File: src/rtl/expr_pkg.sv
// Shared definitions for the expression emitter: FSM state encoding,
// ASCII character codes and operator codes.
package expr_pkg;

    // FSM states. StTerm is only reachable when EXPR_EMITTER_TERM_EN is defined.
    typedef enum logic [2:0] {
        StIdle  = 3'd0,
        StDigit = 3'd1,
        StOp    = 3'd2,
        StTerm  = 3'd3,
        StDone  = 3'd4,
        StErr   = 3'd5
    } state_e;

    localparam logic [7:0] CH_ZERO = 8'h30;
    localparam logic [7:0] CH_PLUS = 8'h2B;
    localparam logic [7:0] CH_STAR = 8'h2A;
    localparam logic [7:0] CH_EQ   = 8'h3D;

    localparam logic OP_ADD = 1'b0;
    localparam logic OP_MUL = 1'b1;

endpackage

File: src/rtl/expr_char_enc.sv
// Combinational map from the current emission slot (digit, operator or
// terminator) to its 8-bit ASCII code.
module expr_char_enc
    import expr_pkg::*;
(
    input  logic       is_op_i,
    input  logic [3:0] digit_i,
    input  logic       op_bit_i,
    input  logic       is_term_i,
    output logic [7:0] ch_o
);

    // Terminator wins over operator, operator over digit.
    always_comb begin
        ch_o = CH_ZERO + {4'h0, digit_i};
        if (is_term_i) begin
            ch_o = CH_EQ;
        end else if (is_op_i) begin
            ch_o = (op_bit_i == OP_MUL) ? CH_STAR : CH_PLUS;
        end
    end

endmodule

File: src/rtl/expr_emitter.sv
// Serialises a packed set of BCD digits and operators as an ASCII stream
// d(op d)*, one character per valid/ready handshake.
// Optional: define EXPR_EMITTER_TERM_EN to append '=' after the last digit.
module expr_emitter
    import expr_pkg::*;
#(
    parameter int unsigned MAX_TERMS = 4,
    parameter int unsigned CNT_W     = 3
) (
    input  logic                   clk,
    input  logic                   clr,
    input  logic                   start,
    input  logic [CNT_W-1:0]       n_terms,
    input  logic [4*MAX_TERMS-1:0] digits,
    input  logic [MAX_TERMS-2:0]   ops,
    input  logic                   ready,
    output logic [7:0]             out,
    output logic                   valid,
    output logic                   busy,
    output logic                   done,
    output logic                   err
);

    state_e                 state_q, state_d;
    logic [CNT_W-1:0]       k_q, k_d;
    logic [CNT_W-1:0]       n_q, n_d;
    logic [4*MAX_TERMS-1:0] digits_q, digits_d;
    logic [MAX_TERMS-2:0]   ops_q, ops_d;
    logic [7:0]             out_q, out_d;
    logic                   valid_q, valid_d;
    logic                   busy_q, busy_d;
    logic                   done_q, done_d;
    logic                   err_q, err_d;

    logic                   params_ok;
    logic                   accept;
    logic                   last_term;
    logic [3:0]             dig_sel;
    logic                   op_sel;
    logic [7:0]             enc_ch;

    assign accept    = valid_q && ready;
    assign last_term = (k_q == n_q - CNT_W'(1));

    // Legality of the start request: term count in range, used digits are BCD.
    always_comb begin
        params_ok = (n_terms != '0) && (n_terms <= CNT_W'(MAX_TERMS));
        for (int i = 0; i < MAX_TERMS; i++) begin
            if ((CNT_W'(i) < n_terms) && (digits[4*i +: 4] > 4'd9)) begin
                params_ok = 1'b0;
            end
        end
    end

    // Next-state, counter and input latching.
    always_comb begin
        state_d  = state_q;
        k_d      = k_q;
        n_d      = n_q;
        digits_d = digits_q;
        ops_d    = ops_q;
        unique case (state_q)
            StIdle: begin
                if (start) begin
                    if (params_ok) begin
                        n_d      = n_terms;
                        digits_d = digits;
                        ops_d    = ops;
                        k_d      = '0;
                        state_d  = StDigit;
                    end else begin
                        state_d = StErr;
                    end
                end
            end
            StDigit: begin
                if (accept) begin
                    if (last_term) begin
`ifdef EXPR_EMITTER_TERM_EN
                        state_d = StTerm;
`else
                        state_d = StDone;
`endif
                    end else begin
                        state_d = StOp;
                    end
                end
            end
            StOp: begin
                if (accept) begin
                    k_d     = k_q + CNT_W'(1);
                    state_d = StDigit;
                end
            end
            StTerm: begin
                if (accept) begin
                    state_d = StDone;
                end
            end
            StDone:  state_d = StIdle;
            StErr:   state_d = StIdle;
            default: state_d = StIdle;
        endcase
    end

    // Select the digit and operator addressed by the next counter value so
    // the character register is loaded in the same cycle as the state.
    always_comb begin
        dig_sel = '0;
        op_sel  = 1'b0;
        for (int i = 0; i < MAX_TERMS; i++) begin
            if (k_d == CNT_W'(i)) begin
                dig_sel = digits_d[4*i +: 4];
            end
        end
        for (int i = 0; i < MAX_TERMS - 1; i++) begin
            if (k_d == CNT_W'(i)) begin
                op_sel = ops_d[i];
            end
        end
    end

    expr_char_enc u_enc (
        .is_op_i   (state_d == StOp),
        .digit_i   (dig_sel),
        .op_bit_i  (op_sel),
        .is_term_i (state_d == StTerm),
        .ch_o      (enc_ch)
    );

    // Registered outputs derived from the next state.
    always_comb begin
        valid_d = (state_d == StDigit) || (state_d == StOp) || (state_d == StTerm);
        busy_d  = (state_d != StIdle);
        done_d  = (state_d == StDone);
        err_d   = (state_d == StErr);
        out_d   = valid_d ? enc_ch : 8'h00;
    end

    // State, latched request and output registers.
    always_ff @(posedge clk or posedge clr) begin
        if (clr) begin
            state_q  <= StIdle;
            k_q      <= '0;
            n_q      <= '0;
            digits_q <= '0;
            ops_q    <= '0;
            out_q    <= 8'h00;
            valid_q  <= 1'b0;
            busy_q   <= 1'b0;
            done_q   <= 1'b0;
            err_q    <= 1'b0;
        end else begin
            state_q  <= state_d;
            k_q      <= k_d;
            n_q      <= n_d;
            digits_q <= digits_d;
            ops_q    <= ops_d;
            out_q    <= out_d;
            valid_q  <= valid_d;
            busy_q   <= busy_d;
            done_q   <= done_d;
            err_q    <= err_d;
        end
    end

    assign out   = out_q;
    assign valid = valid_q;
    assign busy  = busy_q;
    assign done  = done_q;
    assign err   = err_q;

endmodule

File: config.mk
export PLATFORM = sky130hd
export DESIGN_NAME = expr_emitter
export DESIGN_NICKNAME = d
export VERILOG_FILES = /design/src/rtl/expr_pkg.sv /design/src/rtl/expr_char_enc.sv /design/src/rtl/expr_emitter.sv
export SDC_FILE = /design/constraint.sdc
export NUM_CORES = 1
export LEC_CHECK = 0
export ABC_CLOCK_PERIOD_IN_PS = 6400
export BUFFER_PORTS_ARGS = -buffer_cell sky130_fd_sc_hd__clkbuf_2
export CORE_ASPECT_RATIO = 1.2
export CORE_MARGIN = 2
export CORE_UTILIZATION = 59
export DETAILED_ROUTE_END_ITERATION = 16
export GPL_ROUTABILITY_DRIVEN = 0
export HOLD_SLACK_MARGIN = 0.12
export PLACE_DENSITY = 0.85
export SLEW_MARGIN = 10
export SYNTH_ARGS = -nofsm -noshare
export SYNTH_HDL_FRONTEND = slang
export SYNTH_SLANG_ARGS = --single-unit
File: constraint.sdc
create_clock -name clk -period 6.4 [get_ports clk]
set_input_delay 0.32 -clock clk [delete_from_list [all_inputs] [get_ports clk]]
set_output_delay 0.32 -clock clk [all_outputs]
set_load 0.005 [all_outputs]
==> summary.md <==
| Metric | Value |
|---|---|
| Outcome | `completed` |
| # diodes | `0` |
| Number of global-route vias before repair | `1426` |
| Critical path's slowest cell | `nor3_4` |
| Synth area leaders | `dfrtp_1, mux2_1, mux2_4` |
| Worst Max-Slew Pin Slew | `658 ps` |
| Prevailing post-synth register cell | `dfrtp_1` |
| FF+latch count, synth | `37` |
| P_leak | `1.04 nW` |
| Fin area | `2170 um^2` |
| Unrepaired setup endpoints after global routing | `no` |
| Initial DRC count | `55` |
| GRT Util Overall | `24.2%` |
| CP delay by family, top | `simple AND/OR/NAND/NOR gates` |
| Multi-input logic area | `921 um^2` |
| Synth top cells by count | `dfrtp_1, mux2_1, nor2_1` |
| CTS root buf | `clkbuf_4` |
| Top cell type's share of synthesized area | `47.7%` |
| Die area | `3770 um^2` |
| Worst setup EP type | `flip-flop` |
| Postcts setup bufs | `0` |
| Clock input transition at the sequential cells of the worst setup and hold paths | `100 ps` |
| Drt total wl | `4.11 mm` |
| Relative slew slack | `56.0%` |
| Power share of the combinational group | `46.7%` |
| Hold Slack | `192 ps` |
| Slowest stage delay, CP | `620 ps` |
| Placed cell area | `2110 um^2` |
| Antenna Nets Post-Route | `0` |
| IO Port Bufs | `35` |
| Fillers | `239` |
| Crit path DAT | `3050 ps` |
| Worst Setup Slack, final | `3590 ps` |
| Cell variety after synth | `50` |
| Post-synth EDFFs | `0` |
| Syn avg cell area | `11.7 um^2` |
| Max Root-Sink Buffers | `2` |
| Sw Share | `38.3%` |
| Io pins | `38` |
| Chip width | `56.4 um` |
| Fin Setup TNS | `0 ps` |
| Via density | `5.88` |
| DRT Pass-1 Iters | `4` |
| Crit-path cells | `nor2_2 -> nand2_1 -> nor3_4 -> buf_4 -> mux2_2 -> mux2i_1 -> mux2_2 -> o41ai_2` |
| Top-count cell post-synth | `dfrtp_1` |
| CTS tree | `built` |
| Die Y | `66.8 um` |
| Async S/R FF share, synth | `100%` |
| Core ar. | `3110 um^2` |
| Minimum clock period | `2810 ps` |
| Final nets | `232` |
| Synth Warn # | `0` |
| TritonCTS Buffers | `5` |
| Worst-skew pair later-pin latency | `340 ps` |
| Synth area leader | `dfrtp_1` |
| Seq/Total Area, Yosys | `47.7%` |
| Power Internal | `0.592 mW` |
| First-pass GRT wire length | `6.62 mm` |
| Row count | `22` |
| Initial antenna violation count | `0` |
| Crit share post-route | `43.9%` |
| Hpwl dp | `3.15 mm` |
| MaxCap Viol Count | `0` |
| Cell mode on critical path | `mux2_2` |
| Hold WC Path Type | `input port to flip-flop` |
| CP Class | `flip-flop to flip-flop` |
| Seq pwr share | `41.4%` |
| Largest net degree at the start of global routing | `38` |
| VDD IR max | `0.000326 V` |
| Clock power frac | `11.9%` |
| Grt total ovfl | `0` |
| Worst Skew | `5.30 ps` |
| Synth-to-layout area growth | `11.9%` |
| Required @ worst endpoint | `6640 ps` |
| Fmax | `356 MHz` |
| Detailed-route via count | `1416` |
| Net switching power | `0.367 mW` |
| Post-Syn Instances | `166` |
| Initial Util | `62.4%` |
| Register area | `926 um^2` |
| Pwr/cell area | `441 nW/um^2` |
| Share of cells above drive strength 1 | `34.1%` |
| CP startpoint kind | `flip-flop` |
| Buf/Inv on CP | `1` |
| Post-Syn Area | `1940 um^2` |
| Setup-failing EPs final | `0` |
| Final Hold Viols | `0` |
| Pre-CTS setup slack | `3610 ps` |
| Clk sinks | `37` |
| Max-slew violation count | `0` |
| Final core utilization | `69.9%` |
| Remaining routing DRC violations | `0` |
| CTS H-tree depth | `2` |
| Wirelength per Cell | `17.1 um` |
| CP max FO | `16` |
[stage by stage]
stage          std cells  total power [mW]
2_1_floorplan        167             0.728
3_3_place_gp         232             0.819
3_5_place_dp         232             0.845
4_1_cts              241             0.963
5_1_grt              241              1.03
6_report             241             0.958
[path summary, 6_finish.rpt]
| check | start | end | slack, ps | cells past startpoint |
|---|---|---|---|---|
| hold / removal | digits[12] | digits_q[12]$_DFF_PP0_ | 190 | 2 |
| hold reg to reg | digits_q[9]$_DFF_PP0_ | digits_q[9]$_DFF_PP0_ | 500 | 1 |
| setup / recovery | state_q[2]$_DFF_PP0_ | out[3]$_DFF_PP0_ | 3590 | 8 |
| min in group asynchronous | clr | digits_q[12]$_DFF_PP0_ | 610 | 4 |
| setup reg to reg | state_q[2]$_DFF_PP0_ | out[3]$_DFF_PP0_ | 3590 | 8 |
| max in group asynchronous | clr | state_q[1]$_DFF_PP0_ | 5460 | 4 |
[power by group through the flow]
stage	Sequential [mW]	Clock, mW	Combinational, mW
after floorplan	0.384	0	0.344
after global placement	0.396	0	0.423
after detailed placement	0.402	0	0.443
after CTS	0.397	0.119	0.448
after global routing	0.409	0.128	0.488
final	0.397	0.114	0.447
[what timing repair did]
| action | CTS | global route |
|---|---|---|
| endpoints found under the hold margin | 37 | 0 |
| setup endpoints to repair | 0 | 0 |
| resized for setup | 0 | 0 |
| hold buffers | 1 | 0 |
[metal layers]
metal,vias up,part of all wire (%),GRT usage [%]
met2,57,52,42.6
li1,671,-,-
met5,-,0,0
met1,676,39,26.2
met4,0,3.3,13.7
met3,12,5.6,6.80
[logic make-up after synthesis]
logic type | share of synthesized area (%)
AO/OA/AOI/OAI | 12.2
multiplexers | 15.2
XOR/XNOR | 2.58
other | 0.193
buffers and inverters | 5.09
flip-flops | 47.7
AND/OR/NAND/NOR | 15.7
adder cells (fa/ha/maj) | 1.29
[registers in the layout (all words and copies together), names as in the netlist]
name	flops
k_q	3
ops_q	3
err	1
state_q	3
digits_q	16
busy	1
n_q	3
done	1
out	6
[worst register-to-register path, stage by stage, from the launching register on]
cell and delay (ps):
dfrtp_1 440, nor2_2 210, nand2_1 210, nor3_4 620, buf_4 350, mux2_2 210
mux2i_1 90, mux2_2 300, o41ai_2 270
[area by class of cell]
class,count,share of cell area [%]
multi-input combinational,114,42.4
tap,36,2.07
timing repair buffer,38,9.21
clock inverter,2,0.461
clock buffer,6,1.90
inverter,8,1.38
sequential,37,42.6
[layout by cell type, fill, tap and decap left out, types with 3 or more instances in the layout]
cell type	count
o2111ai_1	3
o21ai_0	5
and3_1	3
inv_1	8
mux2i_1	4
nor2_1	9
nand2_1	7
dfrtp_1	37
o31ai_1	3
clkbuf_2	35
mux2_4	5
nand3_1	4
o21ai_1	4
or2_2	3
clkbuf_4	5
and2_1	3
mux2_1	10
nor3_1	6
mux2_2	6
No activity file was read; power rests on OpenSTA's default activity.
